**src/rtl/seg7_scan_driver.sv**
```systemverilog
// Time-multiplexed driver for a 4-digit common-anode seven-segment display.
// Inputs are captured once per frame so every displayed frame is coherent.
module seg7_scan_driver #(
    parameter int TICKS_PER_DIGIT = 100_000,
    parameter int BLANK_TICKS     = 16
) (
    input  logic        clk,
    input  logic        rst_n,
    input  logic [15:0] value,
    input  logic [3:0]  digit_en,
    input  logic [3:0]  dp_in,
    output logic [3:0]  an,
    output logic [6:0]  seg,
    output logic        dp,
    output logic        frame
);

    localparam int CW = $clog2(TICKS_PER_DIGIT);
    localparam logic [CW-1:0] LAST = CW'(TICKS_PER_DIGIT - 1);

    logic [CW-1:0] r_cnt;
    logic [1:0]    r_idx;
    logic [15:0]   r_sh_val;
    logic [3:0]    r_sh_en;
    logic [3:0]    r_sh_dp;

    logic          w_last;
    logic          w_bnd;
    logic          w_in_gap;
    logic          w_blank;
    logic [3:0]    w_nib;
    logic [6:0]    w_hex;

    assign w_last = (r_cnt == LAST);
    assign w_bnd  = w_last && (r_idx == 2'd3);

    // A zero-length gap would make the compare constant, so it is elided.
    generate
        if (BLANK_TICKS == 0) begin : g_nogap
            assign w_in_gap = 1'b0;
        end else begin : g_gap
            assign w_in_gap = (r_cnt < CW'(BLANK_TICKS));
        end
    endgenerate

    assign w_blank = w_in_gap || !r_sh_en[r_idx];
    assign w_nib   = r_sh_val[4*r_idx +: 4];

    always_comb begin
        w_hex = 7'h7F;
        case (w_nib)
            4'h0: w_hex = 7'h40;
            4'h1: w_hex = 7'h79;
            4'h2: w_hex = 7'h24;
            4'h3: w_hex = 7'h30;
            4'h4: w_hex = 7'h19;
            4'h5: w_hex = 7'h12;
            4'h6: w_hex = 7'h02;
            4'h7: w_hex = 7'h78;
            4'h8: w_hex = 7'h00;
            4'h9: w_hex = 7'h10;
            4'hA: w_hex = 7'h08;
            4'hB: w_hex = 7'h03;
            4'hC: w_hex = 7'h46;
            4'hD: w_hex = 7'h21;
            4'hE: w_hex = 7'h06;
            4'hF: w_hex = 7'h0E;
            default: w_hex = 7'h7F;
        endcase
    end

    always_ff @(posedge clk or negedge rst_n) begin
        if (!rst_n) begin
            r_cnt    <= '0;
            r_idx    <= 2'd0;
            r_sh_val <= 16'h0;
            r_sh_en  <= 4'h0;
            r_sh_dp  <= 4'h0;
        end else begin
            r_cnt <= w_last ? '0 : r_cnt + CW'(1);
            if (w_last) r_idx <= r_idx + 2'd1;
            if (w_bnd) begin
                r_sh_val <= value;
                r_sh_en  <= digit_en;
                r_sh_dp  <= dp_in;
            end
        end
    end

    // Pins are registered from the current state: one cycle of latency.
    always_ff @(posedge clk or negedge rst_n) begin
        if (!rst_n) begin
            an    <= 4'b1111;
            seg   <= 7'h7F;
            dp    <= 1'b1;
            frame <= 1'b0;
        end else begin
            an    <= w_blank ? 4'b1111 : ~(4'b0001 << r_idx);
            seg   <= w_blank ? 7'h7F : w_hex;
            dp    <= w_blank ? 1'b1 : ~r_sh_dp[r_idx];
            frame <= w_bnd;
        end
    end

endmodule

```
**config.mk**
```make
export PLATFORM = sky130hd
export DESIGN_NAME = seg7_scan_driver
export DESIGN_NICKNAME = d
export VERILOG_FILES = /design/src/rtl/seg7_scan_driver.sv
export SDC_FILE = /design/constraint.sdc
export NUM_CORES = 1
export LEC_CHECK = 0
export ABC_CLOCK_PERIOD_IN_PS = 5300
export CAP_MARGIN = 20
export CORE_MARGIN = 2
export CORE_UTILIZATION = 58
export CTS_CLUSTER_SIZE = 30
export DETAILED_ROUTE_END_ITERATION = 10
export GPL_TIMING_DRIVEN = 0
export MAX_ROUTING_LAYER = met4
export PLACE_DENSITY_LB_ADDON = 0.15
export RECOVER_POWER = 25
export SLEW_MARGIN = 20
export SYNTH_ARGS = -nofsm -noshare
export SYNTH_HDL_FRONTEND = slang
export SYNTH_SLANG_ARGS = --single-unit
```
**constraint.sdc**
```tcl
create_clock -name clk -period 5.3 [get_ports clk]
set_clock_uncertainty 0.15 [all_clocks]
set_input_delay 1.06 -clock clk [delete_from_list [all_inputs] [get_ports clk]]
set_output_delay 1.06 -clock clk [all_outputs]
set_load 0.03 [all_outputs]
```
==> results of run 1 <==
[report_power, final]
part           internal [W]  switching [W]  leakage, nW
sequential         0.000445     0.00000822        0.671
clock             0.0000931       0.000130       0.0422
combinational     0.0000476      0.0000384        0.719
total              0.000586       0.000176         1.43
[final cells by class]
type                       instances  area (µm²)  area share [%]
tap                               54        67.6            2.06
inverter                           8        30.0           0.914
clock inverter                     1        5.00           0.152
buffer                             9        75.1            2.28
multi-input combinational        137        1240            37.8
timing repair buffer              38         374            11.4
clock buffer                       7        76.3            2.32
sequential                        56        1420            43.1
[synthesized netlist by cell type (2+ instances only)]
master,n,area [µm²]
a21oi_1,3,15.0
and3_1,2,12.5
buf_12,2,40.0
clkbuf_1,5,18.8
dfrtp_1,44,1100
dfstp_2,12,315
ha_1,11,138
inv_1,8,30.0
mux2_2,6,67.6
mux2_4,20,300
mux4_2,7,158
nand2_1,16,60.1
nand3_1,7,35.0
nand4_1,4,25.0
nor2_1,10,37.5
nor3_1,5,25.0
nor3b_1,2,15.0
o211ai_1,4,30.0
o21a_1,2,15.0
o21ai_0,4,20.0
or3_1,2,12.5
xnor2_1,11,96.3
xor2_1,7,61.3
[routing by layer]
layer | routed length (µm) | vias to the layer above | global-route usage, %
met5 | 0 | - | -
met4 | 51 | 0 | 6.17
met3 | 181 | 7 | 4.56
met2 | 2370 | 46 | 32.9
met1 | 2200 | 846 | 28.0
li1 | - | 828 | -
[cell usage in the layout (no fill, tap or decap), types with 2 or more instances in the layout]
master and instances:
a21oi_1 3, and3_1 2, buf_12 2, clkbuf_1 8
clkbuf_8 5, clkdlybuf4s50_1 37, dfrtp_1 44, dfstp_2 12
ha_1 11, inv_1 8, mux2_2 6, mux2_4 20
mux4_2 7, nand2_1 16, nand3_1 7, nand4_1 4
nor2_1 10, nor3_1 5, nor3b_1 2, o211ai_1 4
o21a_1 2, o21ai_0 4, or3_1 2, xnor2_1 11
xor2_1 7
[logic make-up (layout without fill, tap and decap cells)]
kind of cell,after synthesis,in the layout
mux,33,33
simple gates,58,58
buf+inv,17,63
xor+xnor,18,18
flops,56,56
compound gates,17,17
fa+ha+maj,11,11
[path summary, 6_finish.rpt]
check | slack [ns] | endpoint | depth (start not counted) | from
min in group asynchronous | 1.50 | r_cnt[9] | 1 | rst_n
max in group clk | 2.57 | dp | 1 | dp
worst min-delay path | 0.35 | r_cnt[0] | 1 | r_cnt[0]
worst max register to register | 2.96 | seg[3] | 6 | r_idx[0]
worst min register to register | 0.35 | r_cnt[0] | 1 | r_cnt[0]
worst max-delay path | 1.90 | r_sh_val[6] | 1 | rst_n
[through the flow]
stage | setup WS, ns | hold slack (ns) | power, W
after CTS | 2.56 | 0.357 | 0.000769
final | 1.90 | 0.351 | 0.000762
after detailed placement | 2.91 | 0.331 | 0.000548
after global placement | 1.42 | 0.326 | 0.000546
after global routing | 1.28 | 0.377 | 0.000798
after floorplan | 3.15 | 0.305 | 0.000504
[registers in the layout, indices dropped and copies added, names as in the netlist]
signal,count
an,4
dp,1
frame,1
r_cnt,17
r_idx,2
r_sh_dp,4
r_sh_en,4
r_sh_val,16
seg,7
==> results.toml, run 1 <==
[status]
outcome = "finished, violations left"
violations = "max-capacitance violations, max-slew violations"

[clocking]
worstSkewPairLatency_ns = 0.31
clock-sinks = 56
cts_tree = "yes"
cts_root_buffer = "clkbuf_8"
clockBufferDepth = 2
postCtsSetupBuffers = 0
cts_buffers = 5
hold_buffers = 0
postCtsResizedCells = 0
cts_htree_levels = 2
clkTransAtPathRegs_ns = 0.09

[yosys]
synthCells = 210
synth_edf_count = 0
synthXorXnorAreaFrac_pct = 5.70
synthAdderAreaFrac_pct = 4.98
synth.avg_cell_area_um2 = 13.2
synth_top_family_by_area = "multiplexers"
synth_ff_type = "dfrtp_1"
synth-simple-area-share_pct = 11.0
yosysSeqAreaShare_pct = 51.2
yosys_register_bits = 56
synth_compound_area_share_pct = 4.21
muxShareOfSynthArea_pct = 19.0
synth_cell_type_count = 39
syn_nets = 247
yosysWarnings = 0
syn_area_um2 = 2760
async_flop_share_pct = 100

[floorplan]
die_y_um = 73.0
die_area_um2 = 5330
boundaryPins = 39
core_area_um2 = 4660
core.rowCount = 25
start_util_pct = 59.3
die_w_um = 73.0

[timing]
drv_slew = 57
min_period_ns = 3.40
setup_violations = 0
fin_setup_tns_ns = 0
hold_viol = 0
fmax_ghz = 0.294
rsz0062_at_grt = "false"
period_share_pct = 64.2
worstMarginPinSlew_ns = 2.82
maxSlewHeadroom_pct = -88.3

[placement]
placed_cell_area_um2 = 3210
io_buffers = 38
place_congestion = 0.814
dp_hpwl_mm = 3.47
place_inst = 302

[critical_path]
cpPeakStageDelay_ns = 1.96
cp.arrival_ns = 3.06
timing.critical_path.buf_inv = 1
crit_path_start_kind = "primary input"
cp_slowest_cell = "clkbuf_1"
cp_data_required_time_ns = 4.96
critical_path.top_delay_family = "buffers and inverters"
path_class = "primary input to async pin"
path_cells = "clkbuf_1"
crit_path_end_kind = "async pin"
critPathMaxFanout = 56

[cells_and_area]
synthToLayoutAreaGrowth_pct = 18.9
diodes = 0
fin_nets = 292
final-instance-count-excl-fill = 310
drive_gt1_share_pct = 23.4
fill_cells = 344
final_util_pct = 70.5
finalInstanceArea_um2 = 3290

[global_routing]
grt_usage_pct = 21.1
overflow = 0
grt_pass1_vias = 1746
antenna_found_initial = 0
grt_max_degree = 57
grt_pass1_wl_mm = 8.26

[drt]
route.detailed.drc = 0
wirelength_mm = 4.80
wl_per_cell_um = 15.5
vias = 1727
antenna_left = 0
viasPerCell = 5.57
firstDrtPassIters = 4
drt-initial-drc-count = 84

[power_and_ir_drop]
leakage_nw = 1.43
power_density_nw_per_um2 = 232
peakVddDrop_v = 0.000174

[flow_run]
drv_cap = 1

[min_path]
hp-class = "flop to flop"
Note: power is estimated with default switching activity, not from simulation.
==> run 2: changes to the inputs <==
--- a/config.mk
+++ b/config.mk
@@ -5,10 +5,10 @@
 export SDC_FILE = /design/constraint.sdc
 export NUM_CORES = 1
 export LEC_CHECK = 0
-export ABC_CLOCK_PERIOD_IN_PS = 5300
+export ABC_CLOCK_PERIOD_IN_PS = 3500
 export CAP_MARGIN = 20
 export CORE_MARGIN = 2
-export CORE_UTILIZATION = 58
+export CORE_UTILIZATION = 54
 export CTS_CLUSTER_SIZE = 30
 export DETAILED_ROUTE_END_ITERATION = 10
 export GPL_TIMING_DRIVEN = 0
==> constraint.sdc (replaced) <==
create_clock -name clk -period 3.5 [get_ports clk]
set_clock_uncertainty 0.15 [all_clocks]
set_input_delay 0.7 -clock clk [delete_from_list [all_inputs] [get_ports clk]]
set_output_delay 0.7 -clock clk [all_outputs]
set_load 0.03 [all_outputs]
==> run 2 against run 1 <==
Net effect: the run now ends clean; register-to-register slack worse by 1.8 ns; combinational power is 51% higher; sequential power grew 51%; sequential share of layout area fell by 0.66 points.
==> results.toml, run 2 (same netlist as run 1, synthesis figures left out) <==
[critical_path]
cp_data_required_time_ns = 2.65
timing.critical_path.buf_inv = 1
critPathMaxFanout = 1
cpPeakStageDelay_ns = 0.66
reg2reg_setup_slack_ns = 1.20
startpoint = "dp"
cp_slowest_cell = "clkdlybuf4s50_1"
crit_path_end_kind = "primary output"
worstReg2RegStart = "r_idx[0]"
crit_path_start_kind = "flop"
path_class = "flop to primary output"
path_cells = "clkdlybuf4s50_1"
critical_path.top_delay_family = "buffers and inverters"
cp.arrival_ns = 1.51

[placement]
dpl_worst_slack_ns = 1.21
place_inst = 318
place_congestion = 0.744
placed_cell_area_um2 = 3230
io_buffers = 38
dp_hpwl_mm = 3.48

[cells_and_area]
fill_cells = 399
final_util_pct = 66.6
diodes = 0
final_common_cell = "dfrtp_1"
drive_gt1_share_pct = 24.6
fin_nets = 292
register_area_um2 = 1420
final-instance-count-excl-fill = 326
multi_input_area_um2 = 1240
finalInstanceArea_um2 = 3340
final_cell_mix = "dfrtp_1, clkdlybuf4s50_1, mux2_4, nand2_1, dfstp_2"
reg_top3 = "r_cnt x17, r_sh_val x16, seg x7"
synthToLayoutAreaGrowth_pct = 20.8
largest_reg_flops = 17
largest-register = "r_cnt"

[clocking]
postCtsResizedCells = 0
clockBufferDepth = 2
cts_tree = "yes"
cts_root_buffer = "clkbuf_8"
clock-sinks = 56
hold_buffers = 0
clkTransAtPathRegs_ns = 0.10
worstSkewPairLatency_ns = 0.31
cts_buffers = 5
cts_htree_levels = 2
postCtsSetupBuffers = 0

[timing]
drv_slew = 0
period_share_pct = 67.5
maxSlewHeadroom_pct = 11.2
setup_violations = 0
finalWorstSetupSlack_ns = 1.14
worstMarginPinSlew_ns = 1.33
min_period_ns = 2.36
hold_viol = 0
fin_setup_tns_ns = 0
fmax_ghz = 0.423
rsz0062_at_grt = "false"

[global_routing]
overflow = 0
antenna_found_initial = 0
grt_max_degree = 57
grt_usage_pct = 19.7
grt_pass1_vias = 1738
grt_pass1_wl_mm = 8.06

[drt]
viasPerCell = 5.22
firstDrtPassIters = 4
drt-initial-drc-count = 104
wl_per_cell_um = 14.5
antenna_left = 0
vias = 1701
route.detailed.drc = 0
wirelength_mm = 4.74

[power_and_ir_drop]
leakage_nw = 1.45
power_density_nw_per_um2 = 371
peakVddDrop_v = 0.000173

[floorplan]
core.rowCount = 26
die_y_um = 75.5
start_util_pct = 55.2
core_area_um2 = 5010
die_area_um2 = 5710
die_w_um = 75.5
boundaryPins = 39

[flow_run]
drv_cap = 0

[status]
outcome = "completed"

[min_path]
hp-class = "flop to flop"
min_from = "r_cnt[0]"
run 2: cell count changes in the layout (fill, tap and decap cells not counted), sizes merged:
cell and change:
clkinvlp +1, clkbuf -2, bufinv +1
run 2: report_power, final:
part	switching, W	total, W	internal [W]
sequential	0.0000121	0.000686	0.000674
combinational	0.0000576	0.000130	0.0000721
clock	0.000210	0.000422	0.000212
total	0.000279	0.00124	0.000958
run 2: path summary, 6_finish.rpt:
kind | cells after the start | to
setup / recovery | 1 | dp
hold / removal | 1 | r_cnt[0]
setup reg to reg | 6 | seg[3]
hold reg to reg | 1 | r_cnt[0]
max in group asynchronous | 1 | r_cnt[7]
min in group asynchronous | 1 | r_sh_val[7]
run 2: per-stage QoR:
stage | hold WS, ns | power, W
after floorplan | 0.254 | 0.000763
after global placement | 0.323 | 0.000827
after detailed placement | 0.329 | 0.000830
after CTS | 0.300 | 0.00125
after global routing | 0.386 | 0.00129
final | 0.339 | 0.00124
run 2: layout make-up:
type | instances | share of cell area, %
clock buffer | 5 | 2.06
clock inverter | 3 | 1.27
sequential | 56 | 42.4
multi-input combinational | 137 | 37.2
inverter | 8 | 0.900
timing repair buffer | 38 | 11.2
tap | 70 | 2.62
buffer | 9 | 2.25
run 2: per-layer routing:
layer,GRT usage [%],vias up,part of all wire (%)
li1,-,830,-
met1,26.1,831,48
met2,31.4,33,48
met3,2.78,7,2.7
met4,7.02,0,1.5
met5,-,-,0
==> run 3: changes to the inputs <==
--- a/config.mk
+++ b/config.mk
@@ -5,7 +5,7 @@
 export SDC_FILE = /design/constraint.sdc
 export NUM_CORES = 1
 export LEC_CHECK = 0
-export ABC_CLOCK_PERIOD_IN_PS = 3500
+export ABC_CLOCK_PERIOD_IN_PS = 2200
 export CAP_MARGIN = 20
 export CORE_MARGIN = 2
 export CORE_UTILIZATION = 54
==> constraint.sdc (replaced) <==
create_clock -name clk -period 2.2 [get_ports clk]
set_clock_uncertainty 0.15 [all_clocks]
set_input_delay 0.44 -clock clk [delete_from_list [all_inputs] [get_ports clk]]
set_output_delay 0.44 -clock clk [all_outputs]
set_load 0.03 [all_outputs]
==> run 3 against run 2 <==
Net effect: power up 59%; sequential share of layout area is 1.1 points lower; non-clock buffer count rose by 10; routed wire length grew 1.6%; clock power increased by 59%; final area increased by 2.8%; core utilization increased by 1.9 points; global-route usage grew 0.17 points; setup slack worse by 1.1 ns; critical endpoint is now r_sh_val[14]; highest routed layer unchanged.
==> results.toml, run 3 (same netlist as run 1, synthesis figures left out) <==
[timing]
hold_viol = 0
min_period_ns = 2.17
setup_violations = 0
drv_slew = 0
worstMarginPinSlew_ns = 1.33
finalWorstSetupSlack_ns = 0.0326
fmax_ghz = 0.461
rsz0062_at_grt = "true"
period_share_pct = 98.5
maxSlewHeadroom_pct = 11.3

[clocking]
clock-sinks = 56
hold_buffers = 0
cts_tree = "yes"
cts_root_buffer = "clkbuf_8"
cts_buffers = 5
cts_htree_levels = 2
clkTransAtPathRegs_ns = 0.10
clockBufferDepth = 2
worstSkewPairLatency_ns = 0.31

[critical_path]
crit_path_start_kind = "flop"
cp_data_required_time_ns = 2.25
reg2reg_setup_slack_ns = 0.03
critPathMaxFanout = 10
r2r-end = "r_sh_val[14]"
worstReg2RegStart = "r_cnt[5]"
crit_path_end_kind = "flop"
critical_path.top_delay_family = "simple AND/OR/NAND/NOR gates"
cp.arrival_ns = 2.22
cpPeakStageDelay_ns = 0.63
path_class = "flop to flop"
path_cells = "nor4_2 > nand2_1 > or4_4 > buf_12 > mux2_4"
cp_slowest_cell = "or4_4"
timing.critical_path.buf_inv = 1
reg2regPathDepth = 5

[floorplan]
boundaryPins = 39
die_w_um = 75.5
die_area_um2 = 5710
start_util_pct = 55.2
core_area_um2 = 5010
die_y_um = 75.5
core.rowCount = 26

[placement]
dp_hpwl_mm = 3.48
place_congestion = 0.744
placed_cell_area_um2 = 3230
io_buffers = 38
dpl_worst_slack_ns = -0.0909

[drt]
drt-initial-drc-count = 69
route.detailed.drc = 0
wl_per_cell_um = 14.3
antenna_left = 0
vias = 1735
viasPerCell = 5.16
wirelength_mm = 4.81
firstDrtPassIters = 4

[cells_and_area]
final_cell_mix = "dfrtp_1, clkdlybuf4s50_1, mux2_4, nand2_1, dfstp_2"
largest_reg_flops = 17
fin_nets = 302
final_common_cell = "dfrtp_1"
largest-register = "r_cnt"
fill_cells = 396
drive_gt1_share_pct = 30.1
finalInstanceArea_um2 = 3430
reg_top3 = "r_cnt x17, r_sh_val x16, seg x7"
synthToLayoutAreaGrowth_pct = 24.2
diodes = 0

[global_routing]
grt_pass1_vias = 1746
grt_pass1_wl_mm = 8.13
antenna_found_initial = 0
grt_max_degree = 57
overflow = 0
grt_usage_pct = 19.9

[power_and_ir_drop]
peakVddDrop_v = 0.000277
leakage_nw = 1.50
power_density_nw_per_um2 = 574
fin_total_pwr_w = 0.00197

[min_path]
hp-class = "primary input to async pin"

[flow_run]
drv_cap = 0

[status]
outcome = "completed"
-- run 3: cell count changes in the layout (fill, tap and decap cells not counted), moves of 2 or more --
cell and change:
buf_4 +11, clkbuf_1 -3, clkbuf_2 +3, inv_1 -2, inv_2 +2
-- run 3: worst max path at each step --
stage | startpoint | endpoint | cells past startpoint
finish | r_cnt[5] | r_sh_val[14] | 5
global route | r_cnt[5] | r_sh_val[14] | 5
CTS | r_cnt[0] | r_sh_val[14] | 6
floorplan | r_cnt[6] | r_sh_dp[0] | 6
detailed placement | r_idx[0] | seg[3] | 6
global placement | rst_n | r_cnt[0] | 1
-- run 3: worst reg2reg max path, stage by stage, from the launching register on --
cell and delay [ns]:
dfrtp_2 0.42, nor4_2 0.26, nand2_1 0.13, or4_4 0.63, buf_12 0.19, mux2_4 0.30
-- run 3: routing by layer --
metal	vias to the layer above	wire length (µm)	track usage, %	share of wire [%]
li1	849	-	-	-
met1	844	2240	26.3	47
met2	35	2360	31.8	49
met3	7	133	2.78	2.8
met4	0	71	7.02	1.5
met5	-	0	-	0
-- run 3: layout make-up --
| type | instances | area [µm²] | share of cell area, % |
|---|---|---|---|
| plain buffers | 8 | 73.8 | 2.15 |
| clock buffers | 5 | 68.8 | 2.00 |
| clock inverters | 3 | 42.5 | 1.24 |
| inverters | 8 | 30.0 | 0.875 |
| multi-input cells | 137 | 1250 | 36.6 |
| flip-flops and latches | 56 | 1420 | 41.3 |
| well taps | 70 | 87.6 | 2.55 |
| repair buffers | 49 | 458 | 13.3 |
-- run 3: timing repair --
item	CTS	global route
pin swaps	2	3
setup endpoints to repair	24	31
gates resized for setup	4	8
setup buffers	4	7
-- run 3: power breakdown --
group	internal, W	total, W	switching [W]
combinational	0.000117	0.000210	0.0000933
clock	0.000337	0.000670	0.000333
sequential	0.00107	0.00109	0.0000193
total	0.00153	0.00197	0.000446
-- run 3: stage by stage --
stage	TNS, ns	utilization, %	cells	hold slack (ns)
4_1_cts	0	67.5	330	0.0401
2_1_floorplan	0	-	210	-0.00559
3_3_place_gp	-57.87	64.5	318	0.323
6_report	0	68.5	336	0.263
5_1_grt	-0.752	68.5	336	0.386
3_5_place_dp	-1.69	64.5	318	0.329
